[config.mk]
export PLATFORM = sky130hd
export DESIGN_NAME = pipe_mux_sel
export DESIGN_NICKNAME = d
export VERILOG_FILES = /design/src/rtl/mux_pkg.sv /design/src/rtl/mux_sel_comb.sv /design/src/rtl/pipe_mux_sel.sv
export SDC_FILE = /design/constraint.sdc
export NUM_CORES = 1
export LEC_CHECK = 0
export BUFFER_PORTS_ARGS = -buffer_cell sky130_fd_sc_hd__buf_2
export CAP_MARGIN = 0
export CORE_AREA = 2 2 115 117
export CTS_BUF_LIST = sky130_fd_sc_hd__clkbuf_8 sky130_fd_sc_hd__clkbuf_16
export CTS_CLUSTER_SIZE = 14
export DETAILED_ROUTE_END_ITERATION = 8
export DIE_AREA = 0 0 117 119
export HOLD_SLACK_MARGIN = 0.03
export PLACE_DENSITY = 0.8
export SYNTH_ARGS = -nofsm -noshare
export SYNTH_HDL_FRONTEND = slang
export SYNTH_SLANG_ARGS = --single-unit
[constraint.sdc]
create_clock -name clk -period 2.88 [get_ports clk]
set_input_delay 0.432 -clock clk [delete_from_list [all_inputs] [get_ports clk]]
set_output_delay 0.432 -clock clk [all_outputs]
set_load 0.1 [all_outputs]
[src/rtl/mux_pkg.sv]
// mux_pkg: shared types and helpers for the pipe_mux_sel select stage.
// Holds the occupancy state encoding, the select-width helper and the
// fill value used for out-of-range selections.
package mux_pkg;

  // Occupancy of the output stage: nothing held, out register only, out + skid.
  typedef enum logic [1:0] {
    EMPTY = 2'd0,
    ONE   = 2'd1,
    FULL  = 2'd2
  } state_e;

  // Bit fill used for the selected item when sel points past the last input.
  localparam logic ZERO_DATA = 1'b0;

  // Width of the select index for a given input count, never narrower than 1.
  function automatic int sel_width(input int numIn);
    return (numIn <= 2) ? 1 : $clog2(numIn);
  endfunction

endpackage

[src/rtl/mux_sel_comb.sv]
// mux_sel_comb: purely combinational N-way select.
// An index at or beyond NUM_IN yields an all-zero item rather than holding.
module mux_sel_comb
  import mux_pkg::*;
#(
  parameter  int WIDTH  = 32,
  parameter  int NUM_IN = 8,
  localparam int SEL_W  = sel_width(NUM_IN)
) (
  input  logic [NUM_IN*WIDTH-1:0] in_data_i,
  input  logic [SEL_W-1:0]        sel_i,
  output logic [WIDTH-1:0]        item_o
);

  // Scan every input slot; only a matching in-range index overrides the zero default.
  always_comb begin
    item_o = {WIDTH{ZERO_DATA}};
    for (int i = 0; i < NUM_IN; i++) begin
      if (sel_i == SEL_W'(i)) begin
        item_o = in_data_i[i*WIDTH +: WIDTH];
      end
    end
  end

endmodule

[src/rtl/pipe_mux_sel.sv]
// pipe_mux_sel: N-way WIDTH-bit select with a registered output, valid/ready
// handshake and a 2-entry (out + skid) buffer so back-pressure never drops
// or reorders items. flush discards everything held, synchronously.
// Optional feature macro: PIPE_MUX_SEL_CHECK_EN enables the sticky sel_err
// out-of-range flag and an X-check assertion on sel; otherwise sel_err is 0.
module pipe_mux_sel
  import mux_pkg::*;
#(
  parameter  int WIDTH  = 32,
  parameter  int NUM_IN = 8,
  localparam int SEL_W  = sel_width(NUM_IN)
) (
  input  logic                    clk,
  input  logic                    rst,
  input  logic [NUM_IN*WIDTH-1:0] in_data,
  input  logic [SEL_W-1:0]        sel,
  input  logic                    in_valid,
  output logic                    in_ready,
  output logic [WIDTH-1:0]        out_data,
  output logic                    out_valid,
  input  logic                    out_ready,
  input  logic                    flush,
  output logic                    sel_err
);

  state_e           state_q;
  logic [WIDTH-1:0] outData_q;
  logic [WIDTH-1:0] skidData_q;
  logic             outValid_q;
  logic             inReady_q;
  logic [WIDTH-1:0] item;
  logic             accept;
  logic             consume;

  mux_sel_comb #(
    .WIDTH  (WIDTH),
    .NUM_IN (NUM_IN)
  ) u_sel (
    .in_data_i (in_data),
    .sel_i     (sel),
    .item_o    (item)
  );

  assign accept    = in_valid & inReady_q;
  assign consume   = outValid_q & out_ready;
  assign in_ready  = inReady_q;
  assign out_valid = outValid_q;
  assign out_data  = outData_q;

  // Occupancy FSM; in_ready/out_valid are registered alongside the state so neither depends combinationally on out_ready.
  always_ff @(posedge clk or posedge rst) begin
    if (rst) begin
      state_q    <= EMPTY;
      outData_q  <= '0;
      skidData_q <= '0;
      outValid_q <= 1'b0;
      inReady_q  <= 1'b1;
    end else if (flush) begin
      state_q    <= EMPTY;
      outValid_q <= 1'b0;
      inReady_q  <= 1'b1;
    end else begin
      case (state_q)
        EMPTY: begin
          if (accept) begin
            state_q    <= ONE;
            outData_q  <= item;
            outValid_q <= 1'b1;
          end
        end
        ONE: begin
          if (accept && consume) begin
            outData_q <= item;
          end else if (accept) begin
            state_q    <= FULL;
            skidData_q <= item;
            inReady_q  <= 1'b0;
          end else if (consume) begin
            state_q    <= EMPTY;
            outValid_q <= 1'b0;
          end
        end
        FULL: begin
          if (consume) begin
            state_q   <= ONE;
            outData_q <= skidData_q;
            inReady_q <= 1'b1;
          end
        end
        default: begin
          state_q    <= EMPTY;
          outValid_q <= 1'b0;
          inReady_q  <= 1'b1;
        end
      endcase
    end
  end

`ifdef PIPE_MUX_SEL_CHECK_EN
  logic selErr_q;
  logic selOor;

  assign selOor  = (int'(sel) >= NUM_IN);
  assign sel_err = selErr_q;

  // Sticky out-of-range flag: set by any accepted out-of-range select, cleared only by rst.
  always_ff @(posedge clk or posedge rst) begin
    if (rst) begin
      selErr_q <= 1'b0;
    end else if (accept && selOor) begin
      selErr_q <= 1'b1;
    end
  end

  // An offered select must always be a known value.
  assert property (@(posedge clk) disable iff (rst) in_valid |-> !$isunknown(sel));
`else
  assign sel_err = 1'b0;
`endif

endmodule

==> metrics.md, run 1 <==
| Metric | Value |
|---|---|
| Status | `finished, final reports clean` |
| Flop pwr share | `29.4%` |
| Starting density of the core | `38.87%` |
| Clock Pin Slew Worst Setup and Hold Paths | `50 ps` |
| Setup Skew | `7.355 ps` |
| Sw Share | `51.06%` |
| F_max | `494.3 MHz` |
| Cts repair resizes | `0` |
| Minimum clock period | `2023 ps` |
| Core area | `12870 µm²` |
| Post-CTS Hold Fix Bufs | `0` |
| Count of final hold-check violations | `0` |
| Maximum fanout along the worst path | `27` |
| Setup Slack @ Placement | `682.8 ps` |
| Final WL | `17.65 mm` |
| Worst setup margin | `856.8 ps` |
| Total grt overflow | `0` |
| Clock Tree Root | `clkbuf_16` |
| Clk_lat worst skew | `330 ps` |
| Clock power frac | `19.4%` |
| Netlist cell types | `36` |
| Slew headroom | `41.23%` |
| Num CTS Buffers | `9` |
| Post-DP HPWL | `14.26 mm` |
| Post-synthesis sequential area ratio | `34.03%` |
| Hold Path Class | `in -> reg` |
| Ant diodes | `0` |
| Starting DRT DRC Count | `314` |
| Setup TNS | `0 ps` |
| Ys flop type | `dfrtp_1` |
| Combinational Power Share | `51.2%` |
| # DRC | `0` |
| CTS tree | `yes` |
| LEAKAGE | `3.628 nW` |
| Post-synth EDFFs | `0` |
| Kind of end point of the critical path | `register` |
| First-pass GRT wire length | `27.02 mm` |
| Crit start category | `register` |
| RSZ-0062 raised after global routing | `false` |
| Clock Path Buffers | `2` |
| Num rows | `42` |
| Reg2reg end | `out_data[5]` |
| CTS sink count | `68` |
| Layout cells sized above 1 | `43.94%` |
| Layout area overhead | `36.45%` |
| Die Span X | `117 µm` |
| Final setup vio count | `0` |
| NetSw | `2.869 mW` |
| Routed wl met3 | `1.421 mm` |
| Via density | `5.322` |
| Max Slew Vio Count | `0` |
| Async SR Flop Fraction | `100.0%` |
| Final ANT Viol Nets | `0` |
| Chip height | `119 µm` |
| Mapped Area | `5005 µm²` |
| Reg2Reg Launch Point | `state_q[1]` |
| Synth Register Bits | `68` |
| Commonest cells in the synthesized netlist | `mux2i_1 (79), dfrtp_1 (67), nand2_1 (50)` |
| Worst reg-to-reg path cell count | `6` |
| Synth area leader | `dfrtp_1` |
| Maximum VDD drop | `0.4196 mV` |
| Flop2flop setup slack | `860 ps` |
| Worst path required time | `3090 ps` |
| Max Cap Viol | `0` |
| RePlAce Congestion | `0.9032` |
| Top cells by area, synth | `dfrtp_1 (34%), mux2i_1 (16%), mux4_2 (7.2%)` |
| Die ar. | `13920 µm²` |
| Met1 WL | `7.826 mm` |
| Critical path arrival | `2230 ps` |
| Buffers on Ports | `297` |
| Largest net degree at the start of global routing | `69` |
| Met2 WL | `8.064 mm` |
| Critical path origin | `state_q[1]` |
| Total GRT Usage | `25.32%` |
| Power Density | `822.9 nW/µm²` |
| Setup crit end | `out_data[5]` |
| Syn nets | `783` |
| CP Class | `reg -> reg` |
| Antenna violations before repair | `0` |
| Syn Inst Count | `519` |
| IO Pins | `299` |
| Max layer used | `met4` |
| Fin nets | `1051` |
| Int Power | `2.750 mW` |
| Most numerous cell in the Yosys netlist | `mux2i_1` |
| Period utilization | `70.25%` |
| Yosys Warn Count | `0` |
| H-tree depth | `3` |
| Drt wl/cell | `18.23 µm` |
| Vias in the first global route | `5095` |
| Syn Area/Cell | `9.643 µm²` |
| Postcts setup bufs | `0` |
| Drt first pass iters | `5` |
| Post-synth top area share | `33.50%` |
| Slew at the pin closest to its max-slew limit | `881.5 ps` |
| DR vias | `5152` |
per-stage QoR:
step           power [mW]  instance area (µm²)  utilization, %  hold slack [ps]  cells
6_report            5.619                 6829           53.04            339.6    968
4_1_cts             5.652                 6829           53.04            331.5    968
3_3_place_gp        4.495                 6530           50.72            456.8    952
5_1_grt             5.891                 6829           53.04            347.7    968
2_1_floorplan       3.862                 5005               -            444.7    519
3_5_place_dp        4.547                 6530           50.72            464.4    952
final cells by class:
type	count	area (µm²)
clock inverters	5	46.29
multi-input cells	395	2968
flip-flops and latches	68	1703
well taps	176	220.2
clock buffers	11	252.7
repair buffers	311	1632
fillers	1224	6046
inverters	2	7.507
worst max-delay path, cell delays in order (launching register included):
cell and delay (ps):
dfrtp_1 450, nand3b_1 170, a21oi_1 120, o21bai_4 580, buf_4 310, a211oi_1 80, a21o_1 200
state kept, by name, summed over array words and instances (netlist names):
register,flops
skidData_q,32
out_data,32
in_ready,1
state_q,2
out_valid,1
per-layer routing:
layer / up-vias / track usage [%]
met3: 27 / 5.852
met5: - / 0
met4: 0 / 6.838
met2: 240 / 37.75
met1: 2379 / 36.87
li1: 2506 / -
layout by cell type (no fill, tap or decap), types with 2 or more instances in the layout:
master     count
buf_2        296
mux2i_1       79
dfrtp_1       67
nand2_1       50
a22oi_1       44
o21ai_0       35
nor2_1        29
a21o_1        27
a211oi_1      25
nand3b_1      24
o211ai_1      22
mux4_2        16
o21ai_1       12
buf_4         12
clkbuf_16      9
a21oi_1        7
nand3_1        6
inv_1          4
buf_12         3
o22ai_1        2
o21bai_1       2
clkbuf_8       2
power by group through the flow:
stage	Combinational [mW]	Clock (mW)	Sequential (mW)
2_1_floorplan	0.730	0	3.13
3_3_place_gp	2.84	0	1.66
3_5_place_dp	2.88	0	1.67
4_1_cts	2.88	1.12	1.65
5_1_grt	3.03	1.15	1.71
6_report	2.87	1.09	1.65
how the worst min path moves through the flow:
stage / startpoint / cells past startpoint / end
2_1_floorplan: skidData_q[0] / 2 / skidData_q[0]
3_3_place_gp: skidData_q[31] / 2 / skidData_q[31]
3_5_place_dp: out_data[13] / 1 / out_data[13]
4_1_cts: flush / 2 / out_valid
5_1_grt: flush / 2 / out_valid
6_report: flush / 2 / out_valid
kinds of logic after synthesis:
logic type,after synthesis,synth area share [%]
muxes,95,23.00
AOI/OAI and AO/OA,182,24.70
DFF,68,34.03
and+or+nand+nor,117,11.20
buffers and inverters,56,7.000
other,1,0.07493
(Power assumes the default switching activity.)
==> run 2: changes to the inputs <==
--- a/config.mk
+++ b/config.mk
@@ -7,13 +7,14 @@
 export LEC_CHECK = 0
 export BUFFER_PORTS_ARGS = -buffer_cell sky130_fd_sc_hd__buf_2
 export CAP_MARGIN = 0
-export CORE_AREA = 2 2 115 117
+export CORE_ASPECT_RATIO = 0.9
+export CORE_MARGIN = 2
+export CORE_UTILIZATION = 40
 export CTS_BUF_LIST = sky130_fd_sc_hd__clkbuf_8 sky130_fd_sc_hd__clkbuf_16
 export CTS_CLUSTER_SIZE = 14
 export DETAILED_ROUTE_END_ITERATION = 8
-export DIE_AREA = 0 0 117 119
 export HOLD_SLACK_MARGIN = 0.03
-export PLACE_DENSITY = 0.8
+export PLACE_DENSITY = 0.84
 export SYNTH_ARGS = -nofsm -noshare
 export SYNTH_HDL_FRONTEND = slang
 export SYNTH_SLANG_ARGS = --single-unit
==> constraint.sdc (replaced) <==
create_clock -name clk -period 1.63 [get_ports clk]
set_input_delay 0.2445 -clock clk [delete_from_list [all_inputs] [get_ports clk]]
set_output_delay 0.2445 -clock clk [all_outputs]
set_load 0.1 [all_outputs]
==> run 2 against run 1 <==
Against the previous run:
- the flow now finishes with violations (negative setup slack)
- first-iteration DRC count is 15% lower
- non-clock buffer count is 61 higher
- die area is 3.6% lower
- worst setup slack worse by 960 ps
- register-to-register slack worse by 960 ps
- sequential power is 77% higher
- flip-flop and latch count stayed put
- total power is 91% higher
- largest cell class unchanged
==> metrics.md, run 2 (synthesis gave the netlist of run 1 again) <==
| Metric | Value |
|---|---|
| Status | `finished, violations left` |
| Failing checks | `negative setup slack` |
| Total GRT Usage | `25.07%` |
| Layout fillers | `990` |
| Core area | `12120 µm²` |
| Drt wl/cell | `17.88 µm` |
| Minimum clock period | `1735 ps` |
| Critical path arrival | `2000 ps` |
| Min Hold Slack | `151.7 ps` |
| Commonest non-fill, non-tap cells in the layout | `buf_2 (295), mux2i_1 (79), dfrtp_1 (66), a22oi_1 (44), buf_4 (41)` |
| Ant diodes | `0` |
| Clock Path Buffers | `2` |
| Reg2Reg Launch Point | `in_ready` |
| Hold EP | `state_q[0]` |
| Maximum fanout along the worst path | `8` |
| Min-Delay Path Depth | `2` |
| Crit start category | `register` |
| Layout area overhead | `57.25%` |
| Chip height | `110.1 µm` |
| CP Class | `reg -> reg` |
| Power consumption | `10.76 mW` |
| CTS tree | `yes` |
| Flop2flop setup slack | `-100 ps` |
| Drt first pass iters | `4` |
| Hold Path Class | `in -> reg` |
| Final instance area | `7870 µm²` |
| Total grt overflow | `0` |
| Vias in the first global route | `5331` |
| Max Cap Viol | `0` |
| IO Pins | `299` |
| Maximum VDD drop | `2.022 mV` |
| Post-DP HPWL | `13.89 mm` |
| RSZ-0062 raised after global routing | `true` |
| Count of final hold-check violations | `0` |
| Period utilization | `106.4%` |
| Final ANT Viol Nets | `0` |
| Worst path required time | `1900 ps` |
| F_max | `576.5 MHz` |
| Num rows | `38` |
| LEAKAGE | `4.094 nW` |
| Post-DP Area | `7141 µm²` |
| Layout cells sized above 1 | `53.81%` |
| Setup Slack @ Placement | `-168.0 ps` |
| First-pass GRT wire length | `25.84 mm` |
| Reg2reg end | `skidData_q[24]` |
| H-tree depth | `3` |
| Die Span X | `121.9 µm` |
| Clk_lat worst skew | `340 ps` |
| Final WL | `18.11 mm` |
| CTS sink count | `68` |
| Slew headroom | `65.64%` |
| Num CTS Buffers | `9` |
| Buffers on Ports | `297` |
| Fin nets | `1112` |
| Final setup vio count | `38` |
| Via density | `5.454` |
| Starting DRT DRC Count | `267` |
| Clock Pin Slew Worst Setup and Hold Paths | `60 ps` |
| Starting density of the core | `41.28%` |
| DR vias | `5525` |
| Kind of end point of the critical path | `register` |
| Clock Tree Root | `clkbuf_16` |
| Die ar. | `13420 µm²` |
| Worst setup margin | `-104.5 ps` |
| Slew at the pin closest to its max-slew limit | `519.0 ps` |
| Worst reg-to-reg path cell count | `8` |
| RePlAce Congestion | `0.8948` |
| Antenna violations before repair | `0` |
| Setup TNS | `-1573 ps` |
| Largest net degree at the start of global routing | `69` |
| # DRC | `0` |
| Worst min-delay path startpoint | `flush` |
| Most common cell after layout, fill and taps aside | `buf_2` |
| Setup Skew | `7.819 ps` |
| Max Slew Vio Count | `0` |
| Power Density | `1367 nW/µm²` |
==> run 2: cell types whose count changed in the layout (fill, tap and decap cells not counted), sizes merged <==
cell         change
clkinvlp         +2
bufinv           +1
clkinv           +1
inv              -2
dlygate4sd3      +1
clkbuf           +2
buf             +56
==> run 2: layout make-up <==
| cell class | count | area [µm²] | share of cell area, % |
|---|---|---|---|
| Clock buffer | 9 | 225.2 | 2.862 |
| Sequential cell | 68 | 1708 | 21.70 |
| Clock inverter | 7 | 98.84 | 1.256 |
| Multi-Input combinational cell | 395 | 3214 | 40.84 |
| Inverter | 2 | 11.26 | 0.1431 |
| Timing Repair Buffer | 372 | 2412 | 30.65 |
| Tap cell | 160 | 200.2 | 2.544 |
==> run 2: what timing repair did <==
item                                   4_1_cts  5_1_grt
setup buffers                                1        7
pin swaps                                    2       27
gates resized for setup                      1       72
setup endpoints to repair                   41       63
endpoints found under the hold margin       67        0
hold buffers                                 1        0
cloned                                       0        6
==> run 2: through the flow <==
| step | instances | util [%] |
|---|---|---|
| floorplan | 519 | - |
| global placement | 982 | 58.90 |
| detailed placement | 982 | 58.90 |
| CTS | 1000 | 61.73 |
| global route | 1013 | 64.91 |
| finish | 1013 | 64.91 |
==> run 2: power by group <==
part           total, mW  switching (mW)  internal (mW)
clock network       2.12           0.774           1.35
logic               5.71            4.12           1.59
registers           2.92           0.482           2.44
==> run 2: metal layers <==
metal | wire length, µm | track usage [%]
met3 | 1381 | 5.864
met1 | 6776 | 28.04
met2 | 9315 | 45.37
met4 | 637 | 11.74
met5 | 0 | 0
==> run 2: critical path: stages, from the launching register on <==
cell and delay [ps]:
dfstp_4 620, buf_6 110, nand2_4 60, nor2_4 130, nand4b_1 180, buf_6 200, clkbuf_16 170, a21oi_4 110
a21o_1 90
==> run 2: worst max-delay path by stage <==
stage          slack (ps)     start              to  cells past startpoint
6_report             -100  in_ready  skidData_q[24]                      8
4_1_cts               -50  in_ready   skidData_q[8]                      7
2_1_floorplan        -200  in_ready    out_data[11]                      7
3_3_place_gp         -150    sel[1]    out_data[10]                      8
3_5_place_dp         -170    sel[1]    out_data[10]                      8
5_1_grt              -180  in_ready  skidData_q[24]                      8
